**src/rtl/ascii8_mapper_pkg.sv**
```systemverilog
// Shared types and address constants for the ASCII-8 MegaROM mapper.
package ascii8_mapper_pkg;

   typedef enum logic [1:0] {
      ST_IDLE,
      ST_MEM_REQ,
      ST_MEM_DATA,
      ST_RESP
   } state_t;

   localparam logic [15:0] WIN_LO = 16'h4000;
   localparam logic [15:0] WIN_HI = 16'hBFFF;
   localparam logic [15:0] REG_LO = 16'h6000;
   localparam logic [15:0] REG_HI = 16'h7FFF;

   localparam logic [7:0] UNMAPPED_DATA = 8'hFF;

   // 4000h-5FFFh is window 0, so the window index is address[15:13] - 2
   function automatic logic [1:0] window_index(input logic [15:0] address);
      logic [2:0] idx;
      idx = address[15:13] - 3'd2;
      return idx[1:0];
   endfunction

endpackage

```
**src/rtl/ascii8_mapper_if.sv**
```systemverilog
// Cartridge-bus and memory-controller interfaces of the ASCII-8 mapper.
interface ascii8_bus_if;
   logic        sltsl;
   logic        bus_memory_req;
   logic        bus_ack;
   logic        bus_wrt;
   logic [15:0] bus_address;
   logic [7:0]  bus_wdata;
   logic [7:0]  bus_rdata;
   logic        bus_rdata_en;

   modport master (
      output sltsl, bus_memory_req, bus_wrt, bus_address, bus_wdata,
      input  bus_ack, bus_rdata, bus_rdata_en
   );

   modport slave (
      input  sltsl, bus_memory_req, bus_wrt, bus_address, bus_wdata,
      output bus_ack, bus_rdata, bus_rdata_en
   );
endinterface

interface ascii8_mem_if #(
   parameter int BANK_BITS = 8
);
   logic                   mem_req;
   logic                   mem_ack;
   logic                   mem_wrt;
   logic [12+BANK_BITS:0]  mem_address;
   logic [7:0]             mem_wdata;
   logic [7:0]             mem_rdata;
   logic                   mem_rdata_en;
   logic                   mem_sram;

   modport master (
      output mem_req, mem_wrt, mem_address, mem_wdata, mem_sram,
      input  mem_ack, mem_rdata, mem_rdata_en
   );

   modport slave (
      input  mem_req, mem_wrt, mem_address, mem_wdata, mem_sram,
      output mem_ack, mem_rdata, mem_rdata_en
   );
endinterface

```
**src/rtl/ascii8_bank_regs.sv**
```systemverilog
// Four ASCII-8 bank registers plus the bus address decoder.
// ASCII8_SRAM_EN: bank bit BANK_BITS-1 selects the 8 KB SRAM instead of ROM.
module ascii8_bank_regs
   import ascii8_mapper_pkg::*;
#(
   parameter int BANK_BITS = 8
) (
   input  logic                 clk,
   input  logic                 reset,
   input  logic                 wr_en,
   input  logic [15:0]          address,
   input  logic [7:0]           wdata,
   output logic [BANK_BITS-1:0] bank,
   output logic                 win_hit,
   output logic                 reg_hit,
   output logic                 sram,
   output logic                 sram_writable
);

   logic [3:0][BANK_BITS-1:0] banks;
   logic [3:0]                bank_we;
   logic [1:0]                win_idx;
   logic [1:0]                reg_idx;

   assign win_hit = (address >= WIN_LO) && (address <= WIN_HI);
   assign reg_hit = (address >= REG_LO) && (address <= REG_HI);
   assign win_idx = window_index(address);
   assign reg_idx = address[12:11];

   generate
      for (genvar gi = 0; gi < 4; gi++) begin : g_bank
         logic [BANK_BITS-1:0] value_reg;

         assign bank_we[gi] = wr_en && (reg_idx == 2'(gi));

         always_ff @(posedge clk) begin
            if (reset) begin
               value_reg <= '0;
            end else if (bank_we[gi]) begin
               value_reg <= wdata[BANK_BITS-1:0];
            end
         end

         assign banks[gi] = value_reg;
      end
   endgenerate

   assign bank = banks[win_idx];

`ifdef ASCII8_SRAM_EN
   assign sram = win_hit && bank[BANK_BITS-1];
`else
   assign sram = 1'b0;
`endif

   // SRAM is only writable through the upper two windows (8000h-BFFFh)
   assign sram_writable = sram && win_idx[1];

endmodule

```
**src/rtl/ascii8_mapper.sv**
```systemverilog
// ASCII-8 MegaROM mapper: bus request FSM translating CPU accesses to linear memory requests.
// ASCII8_SRAM_EN (via ascii8_bank_regs) enables the SRAM mapping and SRAM writes.
module ascii8_mapper
   import ascii8_mapper_pkg::*;
#(
   parameter int BANK_BITS = 8
) (
   input  logic        clk,
   input  logic        reset,
   ascii8_bus_if.slave bus,
   ascii8_mem_if.master mem
);

   localparam int ADDR_W = 13 + BANK_BITS;

   state_t              state_reg, state_next;
   logic                bus_ack_reg, bus_ack_next;
   logic [7:0]          bus_rdata_reg, bus_rdata_next;
   logic                bus_rdata_en_reg, bus_rdata_en_next;
   logic                mem_req_reg, mem_req_next;
   logic                mem_wrt_reg, mem_wrt_next;
   logic [ADDR_W-1:0]   mem_address_reg, mem_address_next;
   logic [7:0]          mem_wdata_reg, mem_wdata_next;
   logic                mem_sram_reg, mem_sram_next;

   logic [BANK_BITS-1:0] bank;
   logic                 win_hit;
   logic                 reg_hit;
   logic                 sram;
   logic                 sram_writable;
   logic                 bank_wr;
   logic                 accept;
   logic [ADDR_W-1:0]    rom_address;
   logic [ADDR_W-1:0]    sram_address;

   ascii8_bank_regs #(
      .BANK_BITS (BANK_BITS)
   ) u_bank_regs (
      .clk           (clk),
      .reset         (reset),
      .wr_en         (bank_wr),
      .address       (bus.bus_address),
      .wdata         (bus.bus_wdata),
      .bank          (bank),
      .win_hit       (win_hit),
      .reg_hit       (reg_hit),
      .sram          (sram),
      .sram_writable (sram_writable)
   );

   // The bus still holds the request during the ack cycle, so it is masked there
   assign accept       = bus.sltsl && bus.bus_memory_req && !bus_ack_reg;
   assign rom_address  = {bank, bus.bus_address[12:0]};
   assign sram_address = {{BANK_BITS{1'b0}}, bus.bus_address[12:0]};

   always_comb begin
      state_next        = state_reg;
      bus_ack_next      = 1'b0;
      bus_rdata_next    = bus_rdata_reg;
      bus_rdata_en_next = 1'b0;
      mem_req_next      = mem_req_reg;
      mem_wrt_next      = mem_wrt_reg;
      mem_address_next  = mem_address_reg;
      mem_wdata_next    = mem_wdata_reg;
      mem_sram_next     = mem_sram_reg;
      bank_wr           = 1'b0;

      case (state_reg)
         ST_IDLE: begin
            if (accept) begin
               bus_ack_next = 1'b1;
               if (bus.bus_wrt) begin
                  if (reg_hit) begin
                     bank_wr = 1'b1;
                  end else if (sram_writable) begin
                     mem_req_next     = 1'b1;
                     mem_wrt_next     = 1'b1;
                     mem_address_next = sram_address;
                     mem_wdata_next   = bus.bus_wdata;
                     mem_sram_next    = 1'b1;
                     state_next       = ST_MEM_REQ;
                  end
               end else if (win_hit) begin
                  mem_req_next     = 1'b1;
                  mem_wrt_next     = 1'b0;
                  mem_address_next = sram ? sram_address : rom_address;
                  mem_sram_next    = sram;
                  state_next       = ST_MEM_REQ;
               end else begin
                  bus_rdata_next = UNMAPPED_DATA;
                  state_next     = ST_RESP;
               end
            end
         end

         ST_MEM_REQ: begin
            if (mem.mem_ack) begin
               mem_req_next = 1'b0;
               if (mem_wrt_reg) begin
                  state_next = ST_IDLE;
               end else if (mem.mem_rdata_en) begin
                  bus_rdata_next    = mem.mem_rdata;
                  bus_rdata_en_next = 1'b1;
                  state_next        = ST_RESP;
               end else begin
                  state_next = ST_MEM_DATA;
               end
            end
         end

         ST_MEM_DATA: begin
            if (mem.mem_rdata_en) begin
               bus_rdata_next    = mem.mem_rdata;
               bus_rdata_en_next = 1'b1;
               state_next        = ST_RESP;
            end
         end

         ST_RESP: begin
            // Memory reads enter with the pulse already raised; unmapped reads raise it here
            if (bus_rdata_en_reg) begin
               state_next = ST_IDLE;
            end else begin
               bus_rdata_en_next = 1'b1;
            end
         end

         default: state_next = ST_IDLE;
      endcase
   end

   always_ff @(posedge clk) begin
      if (reset) begin
         state_reg        <= ST_IDLE;
         bus_ack_reg      <= 1'b0;
         bus_rdata_reg    <= UNMAPPED_DATA;
         bus_rdata_en_reg <= 1'b0;
         mem_req_reg      <= 1'b0;
         mem_wrt_reg      <= 1'b0;
         mem_address_reg  <= '0;
         mem_wdata_reg    <= '0;
         mem_sram_reg     <= 1'b0;
      end else begin
         state_reg        <= state_next;
         bus_ack_reg      <= bus_ack_next;
         bus_rdata_reg    <= bus_rdata_next;
         bus_rdata_en_reg <= bus_rdata_en_next;
         mem_req_reg      <= mem_req_next;
         mem_wrt_reg      <= mem_wrt_next;
         mem_address_reg  <= mem_address_next;
         mem_wdata_reg    <= mem_wdata_next;
         mem_sram_reg     <= mem_sram_next;
      end
   end

   assign bus.bus_ack      = bus_ack_reg;
   assign bus.bus_rdata    = bus_rdata_reg;
   assign bus.bus_rdata_en = bus_rdata_en_reg;
   assign mem.mem_req      = mem_req_reg;
   assign mem.mem_wrt      = mem_wrt_reg;
   assign mem.mem_address  = mem_address_reg;
   assign mem.mem_wdata    = mem_wdata_reg;
   assign mem.mem_sram     = mem_sram_reg;

endmodule

```
**src/flat_wrapper.sv**
```systemverilog
// flat-port wrapper written by rule: the top's interface ports become plain ports
module ascii8_mapper_flat import ascii8_mapper_pkg::*;
#(
   parameter int BANK_BITS = 8
)
  (clk, reset, bus_sltsl, bus_bus_memory_req, bus_bus_wrt, bus_bus_address, bus_bus_wdata, bus_bus_ack, bus_bus_rdata, bus_bus_rdata_en, mem_mem_req, mem_mem_wrt, mem_mem_address, mem_mem_wdata, mem_mem_sram, mem_mem_ack, mem_mem_rdata, mem_mem_rdata_en);
  ascii8_bus_if bus_i ();
  ascii8_mem_if #(.BANK_BITS(BANK_BITS)) mem_i ();
  input  logic clk;
  input  logic reset;
  input wire logic [$bits(bus_i.sltsl)-1:0] bus_sltsl;
  input wire logic [$bits(bus_i.bus_memory_req)-1:0] bus_bus_memory_req;
  input wire logic [$bits(bus_i.bus_wrt)-1:0] bus_bus_wrt;
  input wire logic [$bits(bus_i.bus_address)-1:0] bus_bus_address;
  input wire logic [$bits(bus_i.bus_wdata)-1:0] bus_bus_wdata;
  output wire logic [$bits(bus_i.bus_ack)-1:0] bus_bus_ack;
  output wire logic [$bits(bus_i.bus_rdata)-1:0] bus_bus_rdata;
  output wire logic [$bits(bus_i.bus_rdata_en)-1:0] bus_bus_rdata_en;
  output wire logic [$bits(mem_i.mem_req)-1:0] mem_mem_req;
  output wire logic [$bits(mem_i.mem_wrt)-1:0] mem_mem_wrt;
  output wire logic [$bits(mem_i.mem_address)-1:0] mem_mem_address;
  output wire logic [$bits(mem_i.mem_wdata)-1:0] mem_mem_wdata;
  output wire logic [$bits(mem_i.mem_sram)-1:0] mem_mem_sram;
  input wire logic [$bits(mem_i.mem_ack)-1:0] mem_mem_ack;
  input wire logic [$bits(mem_i.mem_rdata)-1:0] mem_mem_rdata;
  input wire logic [$bits(mem_i.mem_rdata_en)-1:0] mem_mem_rdata_en;
  assign bus_i.sltsl = bus_sltsl;
  assign bus_i.bus_memory_req = bus_bus_memory_req;
  assign bus_i.bus_wrt = bus_bus_wrt;
  assign bus_i.bus_address = bus_bus_address;
  assign bus_i.bus_wdata = bus_bus_wdata;
  assign bus_bus_ack = bus_i.bus_ack;
  assign bus_bus_rdata = bus_i.bus_rdata;
  assign bus_bus_rdata_en = bus_i.bus_rdata_en;
  assign mem_mem_req = mem_i.mem_req;
  assign mem_mem_wrt = mem_i.mem_wrt;
  assign mem_mem_address = mem_i.mem_address;
  assign mem_mem_wdata = mem_i.mem_wdata;
  assign mem_mem_sram = mem_i.mem_sram;
  assign mem_i.mem_ack = mem_mem_ack;
  assign mem_i.mem_rdata = mem_mem_rdata;
  assign mem_i.mem_rdata_en = mem_mem_rdata_en;
  ascii8_mapper #(.BANK_BITS(BANK_BITS)) u_core (.clk(clk), .reset(reset), .bus(bus_i), .mem(mem_i));
endmodule
```
**config.mk**
```make
export PLATFORM = sky130hd
export DESIGN_NAME = ascii8_mapper_flat
export DESIGN_NICKNAME = d
export VERILOG_FILES = /design/src/rtl/ascii8_mapper_pkg.sv /design/src/rtl/ascii8_mapper_if.sv /design/src/rtl/ascii8_bank_regs.sv /design/src/rtl/ascii8_mapper.sv /design/src/flat_wrapper.sv
export SDC_FILE = /design/constraint.sdc
export NUM_CORES = 1
export LEC_CHECK = 0
export BUFFER_PORTS_ARGS = -buffer_cell sky130_fd_sc_hd__buf_2
export CORE_MARGIN = 2
export CORE_UTILIZATION = 45
export DETAILED_ROUTE_END_ITERATION = 7
export PLACE_DENSITY = 0.7
export SYNTH_ARGS = -nofsm -noshare
export SYNTH_HDL_FRONTEND = slang
export SYNTH_SLANG_ARGS = --single-unit
```
**constraint.sdc**
```tcl
create_clock -name clk -period 2.1 [get_ports clk]
set_input_delay 0.21 -clock clk [delete_from_list [all_inputs] [get_ports clk]]
set_output_delay 0.21 -clock clk [all_outputs]
set_load 0.01 [all_outputs]
```
## Word level (Yosys, flattened, before mapping)

Index checks and enable logic that the tools add are counted.

| storage, ports and cells | value |
|---|---|
| flip-flop bits (word level) | 66 |
| output and inout port bits | 42 |
| word-level logic and storage cells | 79 |

| operators by class | value |
|---|---|
| add/sub/neg operators | 1 |
| order comparisons | 5 |
| equality and inequality tests | 13 |
| mux-type cells | 30 |
| bitwise gates (word level) | 2 |
| reductions and logical operators | 18 |

Operators by type and width:

| kind | count |
|---|---|
| $mux 8 | 6 |
| $ge 16x15->1 const B | 2 |
| $pmux 8 s3 | 1 |
| $bmux 8 s2 | 1 |
| $le 16x15->1 const B | 1 |
| $le 16x16->1 const B | 1 |
| $reduce_and 5->1 | 3 |
| $mux 1 | 13 |
| $mux 2 | 6 |
| $ne 2x2->1 const B | 5 |
| $eq 2x2->1 const B | 4 |
| $logic_and 1x1->1 | 8 |
| $pmux 2 s4 | 1 |
| $eq 2x1->1 const B | 2 |
| $logic_not 2->1 | 2 |
| $ne 2x1->1 const B | 2 |
| $reduce_and 4->1 | 1 |
| $lt 2x3->1 const B | 1 |
| $pmux 1 s3 | 1 |
| $reduce_bool 3->1 | 1 |
| $not 1->1 | 2 |
| $pmux 1 s2 | 1 |
| $reduce_bool 2->1 | 1 |
| $reduce_or 2->1 | 1 |
| other kinds (2) | 2 |

## Logic depth before layout (Yosys ltp)

| depth | value |
|---|---|
| depth in word-level cells | 7 |
| mapped depth | 8 |

## Hierarchy

From an unflattened synthesis, not the netlist that was laid out.

| second synthesis, totals | value |
|---|---|
| cell total of the unflattened synthesis | 346 |
| area total of the unflattened synthesis | 3,365.7 um2 |

By module, submodules not included:

| module | instances | cells each | area an instance (um2) |
|---|---|---|---|
| ascii8_mapper | 1 | 211 | 1,898.1 |
| ascii8_bank_regs | 1 | 135 | 1,467.7 |

## Worst setup path after synthesis

OpenSTA, ideal clock, no wires.

| path | value |
|---|---|
| path type | reg-to-reg |
| from | register u_core.state_reg[0] |
| to | register u_core.u_bank_regs.g_bank[0].value_reg[0] |
| setup time | 0.127 ns |
| arrival | 1.773 ns |
| data required time | 1.973 ns |
| setup slack | 0.199 ns |
| stages on the path, launching flop included | 8 |
| path buffers | 1 |
| period minus slack after synthesis | 1.901 ns |
| path through | dfxtp_1 > inv_1 > ha_1 > and4b_1 > and2_0 > clkbuf_1 > nand4_2 > mux2i_1 |

| between the ends | value |
|---|---|
| longest elaborated chain between the ends | 3 |

Ends and longest elaborated chain:

| what | RTL line | source |
|---|---|---|
| start, declared | ascii8_mapper.sv:16 | `state_t state_reg, state_next;` |
| start signal, assigned | ascii8_mapper.sv:144 | `state_reg <= state_next;` |
| $logic_not 2->1 | ascii8_mapper.sv:68 | `case (state_reg)` |
| $mux 1 | ascii8_mapper.sv:68 |  |
| $logic_and 1x1->1 | ascii8_bank_regs.sv:34 | `assign bank_we[gi] = wr_en && (reg_idx == 2'(gi));` |
| end signal, assigned | ascii8_bank_regs.sv:40 | `value_reg <= wdata[BANK_BITS-1:0];` |
| end, declared | ascii8_bank_regs.sv:32 | `logic [BANK_BITS-1:0] value_reg;` |

No other way between the ends.
A chain may end at the register's enable or synchronous reset.

## Final worst setup path

| path | value |
|---|---|
| from | register u_core.state_reg[1] |
| to | register u_core.state_reg[0] |

| between the ends | value |
|---|---|
| longest elaborated chain between the ends | 3 |
| elaborated cells between the ends (all ways) | 11 |

Ends and longest elaborated chain:

| what | RTL line |
|---|---|
| $eq 2x2->1, or another cell as far along | ascii8_mapper.sv:68 |
| $ne 2x1->1 (no line) or $ne 2x2->1 (tied branches) | -- |
| $reduce_and 5->1 (no line) | -- |

Parallel ways exist; a longest one is shown, timed or not.

==> results.tsv <==
metric	value	unit
area occupied by multi-input gates	1685	sq um
setup violators final	0	
Cell variety after synth	38	
total CTS buffers	9	
Initial Util	0.4648	
share of cells above drive strength 1	0.2819	
setup repair bufs after CTS	0	
vias in the first global route	2437	
Num Clock Sinks	66	
Die Y	87.54	um
max_cap viols	0	
register-to-register setup slack	0.14	ns
# IOs	81	
sequential area share after synthesis	0.4207	
DR DRC count	0	
Synth area leaders	dfxtp_1 (42%), mux2i_1 (11%), nand2b_1 (8.0%)	
power density over the cells	895.5	nW/um^2
grt ovf	0	
largest net degree at the start of global routing	55	
worst min path class	in -> reg	
GRT Total Usage	0.1917	
launch point of the worst reg-to-reg path	u_core.state_reg[1]$_SDFFE_PP0P_	
Worst Path Required	2.34	ns
initial drt markers	118	
CTS max path bufs	2	
Worst setup SP type	flip-flop	
Synth top area share	0.4207	
diode count	0	
CTS tree	yes	
RSZ-0062 raised after global routing	no	
status	finished clean	
post-cts gate resize count	0	
drt pass-1 iters	4	
routability cong.	0.8101	
first-pass GRT wire length	11320	um
min Tclk post-route	1.963	ns
WHS Path Cells	3	
Worst path slowest cell	a2111oi_2	
leading area contributor after synthesis	dfxtp_1	
Critical Path AT	2.20	ns
leakage	1.865	nW
worst-path fanout max	6	
Max IR drop VDD	388.4	uV
crit end category	flip-flop	
# fillers	603	
Hold Path End	u_core.bus.bus_rdata[5]$_SDFFE_PP1P_	
hold_sp	mem_mem_rdata[5]	
clk_lat worst skew	0.34	ns
Reg area	1321	sq um
synth warn	0	
fin crit share	0.9348	
Yosys reg bits	66	
Largest register FFs	32	
routed length per instance	14.19	um
post-synthesis cell count	323	
R2R depth	6	
Slew Limit Fails	0	
post-route total power	3.442	mW
CTS root buffer	clkbuf_8	
final hold violations	0	
fmax	509.4	MHz
via count	2557	
Nets	450	
Row Count	30	
vias per cell	5.240	
HPWL after detailed placement	5033	um
H-Tree Level Count	3	
Worst path max stage delay	0.51	ns
Area Growth Syn to Fin	22.39	%
Post-Syn Area per Cell	9.723	sq um
setup tns final	0	ns
terminus of the critical flop-to-flop path	u_core.state_reg[0]$_SDFFE_PP0P_	
initial antenna violation count	0	
die width	87.54	um
mapped cell area	3141	sq um
Port-buffer cells	70	
CP cell instances	inv_1 -> ha_1 -> buf_4 -> a2111oi_2 -> o21ai_0 -> a221oi_1	
full die area	7663	sq um
crit path kind	reg -> reg	
Reg clk slew, reported paths	0.07	ns
Layout Skew	0.004592	ns
Post-CTS Hold Buffers	0	
Slew @ Worst Pin	0.7237	ns
slew margin rel.	0.5175	
Core Region	6756	sq um
DRT Wirelength	6925	um
Final ANT Viol Nets	0	
logic make-up (layout without fill, tap and decap cells):
| family | count (synthesis) | after routing | share of synthesized area |
|---|---|---|---|
| adder cells (fa/ha/maj) | 8 | 8 | 0.03187 |
| other | 1 | 10 | 0.001194 |
| buffers and inverters | 33 | 109 | 0.05339 |
| AND/OR/NAND/NOR | 120 | 120 | 0.2191 |
| AO/OA/AOI/OAI | 54 | 54 | 0.1112 |
| multiplexers | 41 | 41 | 0.1625 |
| flip-flops | 66 | 66 | 0.4207 |
cells in the mapped netlist:
library cell / instances
a21o_1: 2
clkbuf_1: 13
nand4_2: 3
o21bai_1: 9
nor2_1: 3
conb_1: 1
nand4_1: 3
buf_4: 11
ha_1: 8
nand4b_1: 1
nand3_1: 2
nand2_1: 43
a31oi_1: 1
nor4b_1: 8
a21oi_1: 33
a221oi_1: 1
and4b_1: 1
and3_1: 1
mux2i_1: 33
dfxtp_1: 66
nand4bb_1: 1
o21ai_0: 2
and2_0: 1
nand2b_1: 40
nor3_1: 1
a211oi_1: 2
a211o_1: 1
and2_1: 1
nor4bb_1: 1
a41o_1: 1
nor2b_1: 5
nor4_1: 3
mux4_2: 8
and2b_1: 2
buf_2: 2
inv_1: 7
o41ai_4: 1
a2111oi_2: 1
metal layers:
| layer | up-vias | global-route usage | part of all wire |
|---|---|---|---|
| met3 | 15 | 0.05844 | 0.050 |
| met2 | 80 | 0.2920 | 0.47 |
| met5 | - | 0 | 0 |
| li1 | 1266 | - | - |
| met4 | 0 | 0.08811 | 0.022 |
| met1 | 1196 | 0.2501 | 0.46 |
layout make-up:
type | count | area share
tap | 80 | 0.02604
sequential | 66 | 0.3438
timing repair buffer | 86 | 0.1224
inverter | 7 | 0.006836
multi-input combinational | 233 | 0.4385
clock buffer | 9 | 0.03223
clock inverter | 7 | 0.03027
critical path: cells and delay by family (launching register included):
family / cells / cell delay, ns
buffers and inverters: 2 / 0.28
adder cells (fa/ha/maj): 1 / 0.20
AO/OA/AOI/OAI: 3 / 0.96
flip-flops: 1 / 0.43
through the flow:
stage / cells / setup WS [ns] / utilization / hold slack, ns / cell area (sq um)
after floorplan: 332 / 0.1993 / - / 0.3460 / 3174
after global placement: 472 / 0.2422 / 0.5333 / 0.4386 / 3603
after detailed placement: 472 / 0.1824 / 0.5333 / 0.4448 / 3603
after CTS: 488 / 0.1709 / 0.5689 / 0.1107 / 3844
after global routing: 488 / 0.05188 / 0.5689 / 0.1123 / 3844
final: 488 / 0.1368 / 0.5689 / 0.1247 / 3844
layout by cell type, fill, tap and decap left out, types with 2 or more instances in the layout:
cell / instances
buf_4: 16
ha_1: 8
bufinv_16: 3
clkinv_2: 2
conb_1: 10
nand2b_1: 40
nand3_1: 2
a21o_1: 2
nand4_1: 3
mux2i_1: 33
and2b_1: 2
a211oi_1: 2
o21bai_1: 9
clkbuf_8: 9
nor4_1: 3
nor2b_1: 5
mux4_2: 8
inv_1: 7
buf_2: 70
dfxtp_1: 66
nor2_1: 3
nand2_1: 43
nand4_2: 3
a21oi_1: 33
nor4b_1: 8
o21ai_0: 2
where the power goes:
group	internal, mW	switching [mW]
logic	0.358	0.453
registers	1.30	0.0410
clock network	0.788	0.496
total	2.45	0.990
worst max-delay path by stage:
stage / startpoint / endpoint / depth (start not counted)
floorplan: u_core.state_reg[0]$_SDFFE_PP0P_ / u_core.u_bank_regs.g_bank[0].value_reg[0]$_SDFFE_PP0P_ / 7
global placement: u_core.state_reg[1]$_SDFFE_PP0P_ / u_core.state_reg[0]$_SDFFE_PP0P_ / 6
detailed placement: u_core.state_reg[1]$_SDFFE_PP0P_ / u_core.state_reg[0]$_SDFFE_PP0P_ / 6
CTS: u_core.state_reg[1]$_SDFFE_PP0P_ / u_core.state_reg[0]$_SDFFE_PP0P_ / 6
global route: u_core.state_reg[1]$_SDFFE_PP0P_ / u_core.bus.bus_rdata[6]$_SDFFE_PP1P_ / 6
finish: u_core.state_reg[1]$_SDFFE_PP0P_ / u_core.state_reg[0]$_SDFFE_PP0P_ / 6
(Power assumes the default switching activity.)
